$ cat src/rtl/vx_commit_tracker.sv
// Per-warp in-flight instruction tracker for the warp scheduler.
// Counts issue/commit per warp, decodes idle/full status and sequences warp halt drains.
module vx_commit_tracker #(
    parameter int NUM_WARPS   = 4,
    parameter int ISSUE_WIDTH = 1,
    parameter int NW_WIDTH    = (NUM_WARPS > 1) ? $clog2(NUM_WARPS) : 1,
    parameter int CTR_WIDTH   = 6
) (
    input  logic                          clk,
    input  logic                          reset,
    input  logic                          issue_fire,
    input  logic [NW_WIDTH-1:0]           issue_wid,
    input  logic [ISSUE_WIDTH-1:0]        committed,
    input  logic [ISSUE_WIDTH*NW_WIDTH-1:0] committed_wid,
    input  logic [ISSUE_WIDTH-1:0]        halt,
    output logic [NUM_WARPS-1:0]          warp_idle,
    output logic [NUM_WARPS-1:0]          warp_full,
    output logic [NUM_WARPS-1:0]          halt_pending,
    output logic [NUM_WARPS-1:0]          halt_done,
    output logic                          any_busy
);

    localparam int CW1 = CTR_WIDTH + 1;
    localparam logic [CTR_WIDTH-1:0] CNT_MAX = '1;

    logic [CTR_WIDTH-1:0] count_q [NUM_WARPS];
    logic [CTR_WIDTH-1:0] count_d [NUM_WARPS];
    logic [NUM_WARPS-1:0] hp_d;
    logic [NUM_WARPS-1:0] hd_d;
    logic [NUM_WARPS-1:0] ovf;
    logic [NUM_WARPS-1:0] udf;
    logic                 hp_issue;

    // Next count per warp; sums are one bit wider so a full counter plus an issue cannot wrap.
    always_comb begin
        logic [CW1-1:0] inc;
        logic [CW1-1:0] dec;
        logic [CW1-1:0] sum;
        logic           hs;
        hp_d = '0;
        hd_d = '0;
        ovf  = '0;
        udf  = '0;
        inc  = '0;
        dec  = '0;
        sum  = '0;
        hs   = 1'b0;
        for (int w = 0; w < NUM_WARPS; w++) begin
            inc = CW1'(issue_fire && (issue_wid == NW_WIDTH'(w)));
            dec = '0;
            hs  = 1'b0;
            for (int i = 0; i < ISSUE_WIDTH; i++) begin
                if (committed[i] && (committed_wid[i*NW_WIDTH +: NW_WIDTH] == NW_WIDTH'(w))) begin
                    dec = dec + CW1'(1);
                    if (halt[i]) begin
                        hs = 1'b1;
                    end
                end
            end
            sum    = CW1'(count_q[w]) + inc;
            udf[w] = (dec > sum);
            ovf[w] = inc[0] && (count_q[w] == CNT_MAX) && (dec == '0);
            if (udf[w]) begin
                count_d[w] = '0;
            end else if (ovf[w]) begin
                count_d[w] = CNT_MAX;
            end else begin
                count_d[w] = CTR_WIDTH'(sum - dec);
            end
            hd_d[w] = (halt_pending[w] | hs) && (count_d[w] == '0);
            hp_d[w] = (halt_pending[w] | hs) && (count_d[w] != '0);
        end
    end

    always_ff @(posedge clk or posedge reset) begin
        if (reset) begin
            for (int w = 0; w < NUM_WARPS; w++) begin
                count_q[w] <= '0;
            end
            halt_pending <= '0;
            halt_done    <= '0;
        end else begin
            for (int w = 0; w < NUM_WARPS; w++) begin
                count_q[w] <= count_d[w];
            end
            halt_pending <= hp_d;
            halt_done    <= hd_d;
        end
    end

    always_comb begin
        warp_idle = '0;
        warp_full = '0;
        for (int w = 0; w < NUM_WARPS; w++) begin
            warp_idle[w] = (count_q[w] == '0);
            warp_full[w] = (count_q[w] == CNT_MAX);
        end
        any_busy = ~(&warp_idle);
    end

    // Scheduler contract checks: never overflow, never over-commit, never issue to a draining warp.
    assign hp_issue = issue_fire && halt_pending[issue_wid];

    a_no_overflow:  assert property (@(posedge clk) disable iff (reset) ovf == '0);
    a_no_underflow: assert property (@(posedge clk) disable iff (reset) udf == '0);
    a_no_hp_issue:  assert property (@(posedge clk) disable iff (reset) !hp_issue);

endmodule

$ cat config.mk
export PLATFORM = sky130hd
export DESIGN_NAME = vx_commit_tracker
export DESIGN_NICKNAME = d
export VERILOG_FILES = /design/src/rtl/vx_commit_tracker.sv
export SDC_FILE = /design/constraint.sdc
export NUM_CORES = 1
export LEC_CHECK = 0
export BUFFER_PORTS_ARGS = -buffer_cell sky130_fd_sc_hd__buf_2
export CAP_MARGIN = 40
export CORE_UTILIZATION = 40
export CTS_BUF_LIST = sky130_fd_sc_hd__clkbuf_8
export DETAILED_ROUTE_END_ITERATION = 7
export GPL_ROUTABILITY_DRIVEN = 0
export PLACE_DENSITY_LB_ADDON = 0.2
export SLEW_MARGIN = 25
export SYNTH_ARGS = -nofsm -noshare
export SYNTH_HDL_FRONTEND = slang
export SYNTH_SLANG_ARGS = --single-unit
$ cat constraint.sdc
create_clock -name clk -period 2.8 [get_ports clk]
set_input_delay 0 -clock clk [delete_from_list [all_inputs] [get_ports clk]]
set_output_delay 0 -clock clk [all_outputs]
set_load 0.01 [all_outputs]
=== Word level (Yosys, flattened, before mapping) ===
Index checks and enable logic that the tools add are counted.

* Register bits after elaboration: 32
* Bits of input ports: 9
* Output and inout bits: 17
* Word-level logic and storage cells: 93

* Add/sub/neg operators: 8
* $lt $le $gt $ge: 4
* Equality and inequality tests: 10
* Mux-type cells: 17
* Bitwise gates (word level): 5
* Reduce and logical (&&, ||, !) cells: 43

{| class="wikitable"
|+ Operators with widths
! kind !! count
|-
| 6-bit zero test || 8
|-
| 6-bit 2-to-1 mux || 8
|-
| 6-bit by 1-bit adder with 7-bit output || 4
|-
| 1-bit by 7-bit greater-than comparator with 1-bit output || 4
|-
| 7-bit zero test || 4
|-
| 6-bit equality test (second input constant) || 4
|-
| 1-bit logical AND || 24
|-
| 6-bit nonzero test || 4
|-
| 6-bit subtractor || 4
|-
| 1-bit 2-to-1 mux || 9
|-
| 2-bit equality test (second input constant) || 4
|-
| 2-bit by 1-bit equality test with 1-bit output (second input constant) || 2
|-
| 2-bit zero test || 2
|-
| 1-bit bitwise OR || 4
|-
| 4-bit AND reduction || 1
|-
| 1-bit NOT || 1
|}

=== Depth between registers and ports, before layout ===
* Word-level depth: 9
* Depth in mapped cells: 11
* Depth with buffers taken out: 11

=== Worst setup path after synthesis ===
Ideal clock, no wire load.

* Kind: register -> register
* Start point: register count_q[0] in the netlist's numbering
* End point: register halt_pending[3]
* Library setup time: 0.124 ns
* Arrival time: 2.200 ns
* Required time: 2.676 ns
* Path slack: 0.476 ns
* Stages on the path, launching flop included: 10
* Buffers on the path: 0
* Clock period less this slack: 2.324 ns
* Path through: dfrtp_1 -> ha_1 -> ha_1 -> inv_1 -> ha_1 -> or4b_1 -> o31ai_1 -> xnor2_1 -> nand2_1 -> o31a_1

* Word-level cells in the longest chain between the ends: 7
* Elaborated cells between the ends (all ways): 10
* Classes of those cells: add/sub: 2; order compare: 1; eq/ne: 1; mux: 2; reduce/logical: 4

{| class="wikitable"
|+ Ends and longest elaborated chain
! element !! line !! source
|-
| start, declared || 26 || <nowiki>logic [CTR_WIDTH-1:0] count_q [NUM_WARPS];</nowiki>
|-
| start signal, assigned by index || 84 || <nowiki>count_q[w] <= count_d[w];</nowiki>
|-
| branches (longest 4 deep; another with 6-bit by 1-bit adder with 7-bit output) || -- ||
|-
| 6-bit 2-to-1 mux * || 63 || <nowiki>if (udf[w]) begin</nowiki>
|-
| 6-bit nonzero test * || 71 || <nowiki>hp_d[w] = (halt_pending[w] | hs) && (count_d[w] != '0);</nowiki>
|-
| 1-bit logical AND * || 71 ||
|-
| via hp_d[3] || 28 || <nowiki>logic [NUM_WARPS-1:0] hp_d;</nowiki>
|-
| end signal, assigned || 86 || <nowiki>halt_pending <= hp_d;</nowiki>
|-
| end, declared || 18 || <nowiki>output logic [NUM_WARPS-1:0] halt_pending,</nowiki>
|}

Mark *: on every way through the listed nets, which the timed path passes.

=== Final worst setup path ===
* Start point: register count_q[6] in the netlist's numbering
* End point: register halt_pending[2]

Same word-level chain as after synthesis.

==> metrics <==
run status=complete, no violations; Post-DP HPWL=4.55 mm; Crit. End Element=register; Max Slew Vio Count=0; routed vias=2197; post-route clock period utilization=88.9%; Layout area overhead=11.3%; Syn Nets=320; sinks on the clock net=32; drt pass-1 iters=4; most frequent cell after synthesis=dfrtp_1; area leader, netlist=dfrtp_1; synth unique cells=55; post-route ant nets=0; DR iter-0 viols=110; delay of the slowest critical-path stage=0.40 ns; port buffer count=25; die area=6790 µm²; Post-synth ARST share=100%; Setup TNS=0 ns; hold_buf cts=1; layout cell share with drive strength beyond 1=15.5%; CTS buffer count=5; vias in the first global route=2190; EDFF count, synth=0; unrepaired setup endpoints after global routing=no; CTS tree=done; Peak supply drop=0.595 mV; Post-CTS Resized=0; Setup Skew=0.00497 ns; Worst EP arrival=2.67 ns; CORE AREA=6060 µm²; Area contributors post-synth=dfrtp_1 31%, ha_1 9.7%, xnor2_1 5.8%; Layout Nets=346; final setup vio count=0; WL final=5.95 mm; Most used DFF post-synth=dfrtp_1; Mean Syn Cell Area=8.89 µm²; WP data required=2.98 ns; Rel. slew slack=65.4%; Worst setup SP type=register; power per cell area=892 nW/µm²; Layout Cell Area excl Fill=2880 µm²; grt ovf=0; cell mode on critical path=ha_1; register area share after synthesis=31.0%; first-pass GRT wire length=10.3 mm; Crit Path Max Fanout=6; Core Rows=28; post-CTS setup buffers=0; CTS Buffer Depth=2; Leak=1.34 nW; Routed wire per std cell=15.2 µm; Tot GR Track Use=20.1%; maximum capacitance violations=0; Yosys warning total=0; worst slew pin tran=0.518 ns; CP cell instances=ha_1, ha_1, inv_1, ha_1, or2_2, a31oi_1, xor2_1, o211ai_2, o211a_1; synth cell count leaders=32 x dfrtp_1, 23 x a21oi_1, 21 x inv_1; Placed Area=2770 µm²; Setup CP Type=register to register; diodes inserted=0; clock-pin slew on the worst setup and hold paths=0.07 ns; Seq cells post-synth=32; residual DRC count=0; largest net degree at the start of global routing=33; Die Ht=82.4 µm; CP max-delay cell=dfrtp_1; Post-Synthesis Cells=291; HP Class=input pin to register; IO Pins=26; Root Buffer=clkbuf_8; share of the synthesized area in the top cell type=31.0%; chip width=82.4 µm; post-DR vias/cell=5.60; initial antenna violation count=0; post-layout minimum cycle time=2.49 ns; synthesized area=2590 µm²; htree depth=2; final hold vios=0; Initial Util=42.7%; Fmax=402 MHz; Clock Latency Late Sink=0.29 ns
[layout make-up]
class	count	area (µm²)
flip-flops and latches	32	801
well taps	75	93.8
multi-input cells	228	1650
clock buffers	7	96.3
fillers	596	3180
inverters	21	78.8
repair buffers	29	158
[registers in the layout, summed over array words and instances (netlist names)]
| name | flops |
|---|---|
| count_q | 24 |
| halt_done | 4 |
| halt_pending | 4 |
[critical path: cells and delay by family (launching register included)]
kind	cells	cell delay (ns)
fa+ha+maj	3	0.88
compound gates	3	0.55
flops	1	0.40
simple gates	1	0.28
xor+xnor	1	0.22
buf+inv	1	0.06
[metal layers]
metal / global-route usage (%) / up-vias / share of wire (%)
met2: 33.7 / 40 / 46
met3: 5.82 / 8 / 4.4
met5: 0 / - / 0
met4: 4.91 / 0 / 1.2
met1: 25.3 / 1039 / 48
li1: - / 1110 / -
[placed cells by master, fill, tap and decap left out, drive strengths merged, types with 2 or more instances in the layout]
master,instances
dfrtp,32
nor4,2
nor4b,5
o2111ai,2
and4,5
or4b,4
a21o,5
or4,2
nand2,18
and2,5
o21ai,3
buf,28
a31oi,2
o2bb2ai,2
o211ai,2
inv,21
xnor2,17
and3,4
nor3,8
a21boi,2
nand4,8
a21oi,23
nor2,18
nor2b,3
o21a,3
xor2,12
nand3b,2
nand3,19
o31ai,5
nor3b,5
and3b,4
a211oi,2
ha,20
clkbuf,7
o211a,4
[per-stage QoR]
step / util, % / cells / total power [mW] / hold WS [ns] / setup WS, ns
floorplan: - / 291 / 1.85 / 0.116 / 0.476
global placement: 45.7 / 384 / 2.16 / 0.114 / 0.405
detailed placement: 45.7 / 384 / 2.17 / 0.128 / 0.325
CTS: 47.5 / 392 / 2.57 / 0.0920 / 0.284
global route: 47.5 / 392 / 2.81 / 0.111 / 0.0924
finish: 47.5 / 392 / 2.57 / 0.0838 / 0.310
[power breakdown]
| part | total (mW) | switching (mW) | internal, mW |
|---|---|---|---|
| clock | 0.396 | 0.177 | 0.219 |
| sequential | 0.931 | 0.276 | 0.654 |
| combinational | 1.24 | 0.662 | 0.580 |
| total | 2.57 | 1.12 | 1.45 |
[path summary, 6_finish.rpt]
kind	slack, ns	startpoint	cells after the start	to
min in group asynchronous	0.35	reset	4	count_q[4]
worst max register to register	0.31	count_q[6]	9	halt_pending[2]
worst min-delay path	0.08	halt	3	halt_pending[1]
worst min register to register	0.60	halt_pending[1]	2	halt_pending[1]
worst max-delay path	0.31	count_q[6]	9	halt_pending[2]
max in group asynchronous	2.15	reset	4	count_q[1]
[kinds of logic after synthesis]
logic type                 synth area share, %
AOI/OAI and AO/OA                         17.8
xor gates and xnor gates                  9.82
adders and majority gates                 9.68
buffers and inverters                     5.22
DFF                                       31.0
and+or+nand+nor                           26.5
(Power assumes the default switching activity.)
